$ cat config.mk
export PLATFORM = sky130hd
export DESIGN_NAME = frame_unloader
export DESIGN_NICKNAME = d
export VERILOG_FILES = /design/src/rtl/frame_unloader.sv
export SDC_FILE = /design/constraint.sdc
export NUM_CORES = 1
export LEC_CHECK = 0
export BUFFER_PORTS_ARGS = -buffer_cell sky130_fd_sc_hd__buf_4
export CAP_MARGIN = 40
export CORE_AREA = 3 3 95 97
export DETAILED_ROUTE_END_ITERATION = 6
export DIE_AREA = 0 0 98 100
export HOLD_SLACK_MARGIN = 0.03
export MAX_ROUTING_LAYER = met4
export PLACE_DENSITY = 0.83
export SLEW_MARGIN = 25
export SYNTH_ARGS = -nofsm -noshare
export SYNTH_HDL_FRONTEND = slang
export SYNTH_SLANG_ARGS = --single-unit
$ cat constraint.sdc
create_clock -name clk -period 3.3 [get_ports clk]
set_clock_uncertainty 0.15 [all_clocks]
set_input_delay 0.495 -clock clk [delete_from_list [all_inputs] [get_ports clk]]
set_output_delay 0.495 -clock clk [all_outputs]
set_load 0.03 [all_outputs]
$ cat src/rtl/frame_unloader.sv
// Frame unloader: emits a 4-byte header (preamble, size LE) followed by each
// 32-bit frame word little-endian on a byte stream, one frame per frame_ready edge.
module frame_unloader #(
   parameter logic [15:0] PREAMBLE = 16'hA55A
) (
   input  logic        clk,
   input  logic        rst,
   input  logic        i_frame_ready,
   input  logic [15:0] i_frame_size,
   input  logic [31:0] i_in_data,
   input  logic        i_in_vld,
   output logic        o_in_rdy,
   output logic [7:0]  o_byte,
   output logic        o_byte_vld,
   input  logic        i_byte_rdy,
   input  logic        i_clr_ovr,
   output logic        o_busy,
   output logic        o_frame_done,
   output logic        o_overrun,
   output logic [15:0] o_frame_count
);

   // state | meaning
   // IDLE  | waiting for a frame_ready rising edge
   // PRE   | emitting preamble high/low, size low/high
   // LOAD  | accepting the next frame word
   // SEND  | emitting the captured word, byte 0 first
   // DONE  | frame_done pulse, frame count already bumped
   typedef enum logic [2:0] {
      S_IDLE = 3'd0,
      S_PRE  = 3'd1,
      S_LOAD = 3'd2,
      S_SEND = 3'd3,
      S_DONE = 3'd4
   } state_t;

   state_t      state_q, state_d;
   logic        rdy_q, rdy_d;
   logic [15:0] size_q, size_d;
   logic [15:0] cnt_q, cnt_d;
   logic [31:0] word_q, word_d;
   logic [1:0]  idx_q, idx_d;
   logic [7:0]  byte_q, byte_d;
   logic        byte_vld_q, byte_vld_d;
   logic        done_q, done_d;
   logic        ovr_q, ovr_d;
   logic [15:0] count_q, count_d;

   logic start;
   logic accept;

   assign start  = i_frame_ready & ~rdy_q;
   assign accept = byte_vld_q & i_byte_rdy;

   always_comb begin
      state_d    = state_q;
      rdy_d      = i_frame_ready;
      size_d     = size_q;
      cnt_d      = cnt_q;
      word_d     = word_q;
      idx_d      = idx_q;
      byte_d     = byte_q;
      byte_vld_d = byte_vld_q;
      done_d     = 1'b0;
      ovr_d      = ovr_q;
      count_d    = count_q;

      case (state_q)
         S_IDLE: begin
            if (start) begin
               size_d     = i_frame_size;
               cnt_d      = i_frame_size;
               byte_d     = PREAMBLE[15:8];
               byte_vld_d = 1'b1;
               idx_d      = 2'd0;
               state_d    = S_PRE;
            end
         end
         S_PRE: begin
            if (accept) begin
               idx_d = idx_q + 2'd1;
               case (idx_q)
                  2'd0: byte_d = PREAMBLE[7:0];
                  2'd1: byte_d = size_q[7:0];
                  2'd2: byte_d = size_q[15:8];
                  default: begin
                     byte_vld_d = 1'b0;
                     if (size_q == 16'd0) begin
                        state_d = S_DONE;
                        done_d  = 1'b1;
                        count_d = count_q + 16'd1;
                     end else begin
                        state_d = S_LOAD;
                     end
                  end
               endcase
            end
         end
         S_LOAD: begin
            if (i_in_vld) begin
               word_d     = i_in_data;
               cnt_d      = cnt_q - 16'd1;
               byte_d     = i_in_data[7:0];
               byte_vld_d = 1'b1;
               idx_d      = 2'd0;
               state_d    = S_SEND;
            end
         end
         S_SEND: begin
            if (accept) begin
               idx_d = idx_q + 2'd1;
               case (idx_q)
                  2'd0: byte_d = word_q[15:8];
                  2'd1: byte_d = word_q[23:16];
                  2'd2: byte_d = word_q[31:24];
                  default: begin
                     byte_vld_d = 1'b0;
                     if (cnt_q != 16'd0) begin
                        state_d = S_LOAD;
                     end else begin
                        state_d = S_DONE;
                        done_d  = 1'b1;
                        count_d = count_q + 16'd1;
                     end
                  end
               endcase
            end
         end
         S_DONE: state_d = S_IDLE;
         default: state_d = S_IDLE;
      endcase

      // a set in the same cycle as a clear must win
      if (start && (state_q != S_IDLE)) begin
         ovr_d = 1'b1;
      end else if (i_clr_ovr) begin
         ovr_d = 1'b0;
      end
   end

   always_ff @(posedge clk or posedge rst) begin
      if (rst) begin
         state_q    <= S_IDLE;
         rdy_q      <= 1'b0;
         size_q     <= 16'd0;
         cnt_q      <= 16'd0;
         word_q     <= 32'd0;
         idx_q      <= 2'd0;
         byte_q     <= 8'd0;
         byte_vld_q <= 1'b0;
         done_q     <= 1'b0;
         ovr_q      <= 1'b0;
         count_q    <= 16'd0;
      end else begin
         state_q    <= state_d;
         rdy_q      <= rdy_d;
         size_q     <= size_d;
         cnt_q      <= cnt_d;
         word_q     <= word_d;
         idx_q      <= idx_d;
         byte_q     <= byte_d;
         byte_vld_q <= byte_vld_d;
         done_q     <= done_d;
         ovr_q      <= ovr_d;
         count_q    <= count_d;
      end
   end

   assign o_in_rdy      = (state_q == S_LOAD);
   assign o_busy        = (state_q != S_IDLE);
   assign o_byte        = byte_q;
   assign o_byte_vld    = byte_vld_q;
   assign o_frame_done  = done_q;
   assign o_overrun     = ovr_q;
   assign o_frame_count = count_q;

endmodule

==> impl_metrics.tcl <==
set metrics [dict create \
    setup_tns_ns 0 \
    synth_edf_count 0 \
    synth-main-ff-cell "dfrtp_1" \
    htreeDepth 3 \
    relSlewSlack 0.518 \
    path_clk_slew_ns 0.08 \
    fmax_mhz 369 \
    vias_per_cell 6.05 \
    rsz0062_at_grt "false" \
    arrival_ns 2.06 \
    final_max_slew_viol_count 0 \
    final_antenna_net_count 0 \
    ys_top_cells_by_count "89 x dfrtp_1, 42 x nand2_1, 38 x mux2_2, 28 x o21ai_0" \
    num_rows 33 \
    syn_area_per_cell_um2 10.4 \
    critPathKind "register to primary output" \
    yosys_warnings 0 \
    clkSinkCount 89 \
    max_stage_delay_ns 0.50 \
    leakage_nw 2.60 \
    die_area_um2 9800 \
    synthToLayoutAreaGrowth_pct 20.8 \
    worst_pin_slew_ns 0.723 \
    synthCells 437 \
    setup_viol 0 \
    hold_ws_ns 0.135 \
    clockBufferDepth 2 \
    post-route-drc-count 0 \
    vias 3757 \
    avgRoutedWirePerCell_um 17.9 \
    worst_path_max_delay_cell "dfrtp_1" \
    gr-total-overflow 0 \
    yosysTopAreaCellShare 0.490 \
    die_h_um 100 \
    antenna_found_initial 0 \
    hold_class "input pin to register" \
    pin_count 83 \
    critPathCaptureType "primary output" \
    grt.total_usage 0.241 \
    io_buffer_count 82 \
    fin_area_um2 5490 \
    cts_buffers 9 \
    layout_min_cycle_time_ns 2.71 \
    crit_required_ns 2.65 \
    cts_tree "done" \
    crit_top_cell "buf_4" \
    post_dp_cell_area_um2 5230 \
    fp.dieW_um 98 \
    drive_above_1_share 0.302 \
    finalPower_mw 2.13 \
    drv_cap 0 \
    initial_core_util 0.553 \
    fin_cells 621 \
    routabilityCongestion 0.879 \
    grt_pass1_wl_um 18400 \
    startpoint_type "register" \
    fin_crit_sh 0.820 \
    synth-seq-cells 89 \
    grt_max_degree 73 \
    syn_nets 498 \
    synth_top_area_cell "dfrtp_1" \
    grt_pass1_vias 3814 \
    ys_seq_area_frac 0.490 \
    synth_area_leaders "dfrtp_1 49%, mux2_2 9.4%, nand2_1 3.5%" \
    coreArea_um2 8220 \
    crit_chain "or3_1, buf_4, clkinv_2, buf_4, buf_4" \
    syn-cell-area_um2 4540 \
    root_buffer "clkbuf_8" \
    yosysMostFrequentCell "dfrtp_1" \
    place_ws_ns 0.709 \
    cts_setup_buffers 0 \
    finalCoreUtilization 0.668 \
    num_antenna_cells 0 \
    status "completed" \
    fin_ws_ns 0.593 \
    synthArstFlopShare 1.00 \
    fin_nets 572 \
    first_iter_violations 250 \
    drtPass1Iterations 5 \
    wirelength_um 11100 \
    ir_drop_uv 237 \
    insertion_delay_ns 0.37 \
    yosysUniqueCellTypes 58 \
    hpwl_um 7940 \
    powerDensity_nw_per_um2 388 \
    cp_max_fo 26 \
    finalHoldViolCount 0 \
    dp_cells 604 \
]
## sequential cells by signal, summed over array words and instances (netlist names)
| signal | cells |
|---|---|
| state_q | 3 |
| cnt_q | 16 |
| o_byte | 8 |
| o_overrun | 1 |
| o_frame_done | 1 |
| size_q | 16 |
| word_q | 24 |
| rdy_q | 1 |
| o_byte_vld | 1 |
| idx_q | 2 |
| o_frame_count | 16 |
## path summary, 6_finish.rpt
| check | startpoint | endpoint | slack, ns | cells past startpoint |
|---|---|---|---|---|
| max in group asynchronous | rst | o_byte_vld | 1.83 | 4 |
| hold / removal | i_frame_ready | rdy_q | 0.13 | 1 |
| setup reg to reg | state_q[1] | cnt_q[15] | 0.60 | 6 |
| setup / recovery | state_q[2] | o_in_rdy | 0.59 | 5 |
| min in group asynchronous | rst | o_frame_count[0] | 0.48 | 3 |
| hold reg to reg | o_frame_count[15] | o_frame_count[15] | 0.33 | 1 |
## power by group
part | switching, mW | total, mW | internal [mW]
Combinational | 0.0478 | 0.0981 | 0.0503
Sequential | 0.00131 | 1.09 | 1.09
Clock | 0.393 | 0.940 | 0.547
Total | 0.442 | 2.13 | 1.69
## cells by family after synthesis
kind of cell,count (synthesis),share of synthesized area
simple gates,135,0.159
compound gates,114,0.170
flops,89,0.490
buf+inv,39,0.0380
mux,38,0.0942
xor+xnor,15,0.0289
fa+ha+maj,7,0.0193
## placed cells by master (no fill, tap or decap), types with 3 or more instances in the layout
master	Yosys	routed
nand2_1	42	42
ha_1	7	7
nor3_1	7	7
clkbuf_8	0	11
a31oi_1	4	4
nand2b_1	3	3
o22ai_1	3	3
bufinv_16	0	3
nand3_1	16	16
nand4_1	7	7
a22o_1	6	6
a21o_1	3	3
nor2_1	24	24
inv_1	11	10
a22oi_1	16	16
a211oi_1	5	5
o22a_1	3	3
mux2_2	38	38
and3_1	7	7
and2_1	3	3
o2bb2ai_1	3	3
nor4_1	6	6
a21oi_1	24	24
xnor2_1	13	13
o21ai_0	28	28
buf_4	0	87
dfrtp_1	89	89
## per-layer routing
metal | up-vias | wire length (um) | GRT usage
li1 | 1737 | - | -
met1 | 1842 | 4740 | 0.317
met2 | 158 | 5370 | 0.384
met3 | 20 | 789 | 0.0410
met4 | 0 | 206 | 0.0809
met5 | - | 0 | -
## worst max-delay path: cells and delay by family (launching register included)
family                 cells  cell delay, ns
buffers and inverters      4            0.83
flip-flops                 1            0.50
AND/OR/NAND/NOR            1            0.36
## final cells by class
class | instances | area [um2]
fill | 638 | 2730
clock inverter | 4 | 98.8
timing repair buffer | 89 | 683
tap | 105 | 131
clock buffer | 12 | 155
multi-input combinational | 309 | 2140
inverter | 13 | 51.3
sequential | 89 | 2230
## timing repair
| action | CTS | global route |
|---|---|---|
| gates resized for setup | 0 | 0 |
| hold endpoints to repair | 17 | 0 |
| setup endpoints to repair | 0 | 0 |
| hold buffers | 1 | 0 |
Power figures use the tool's default switching activity.
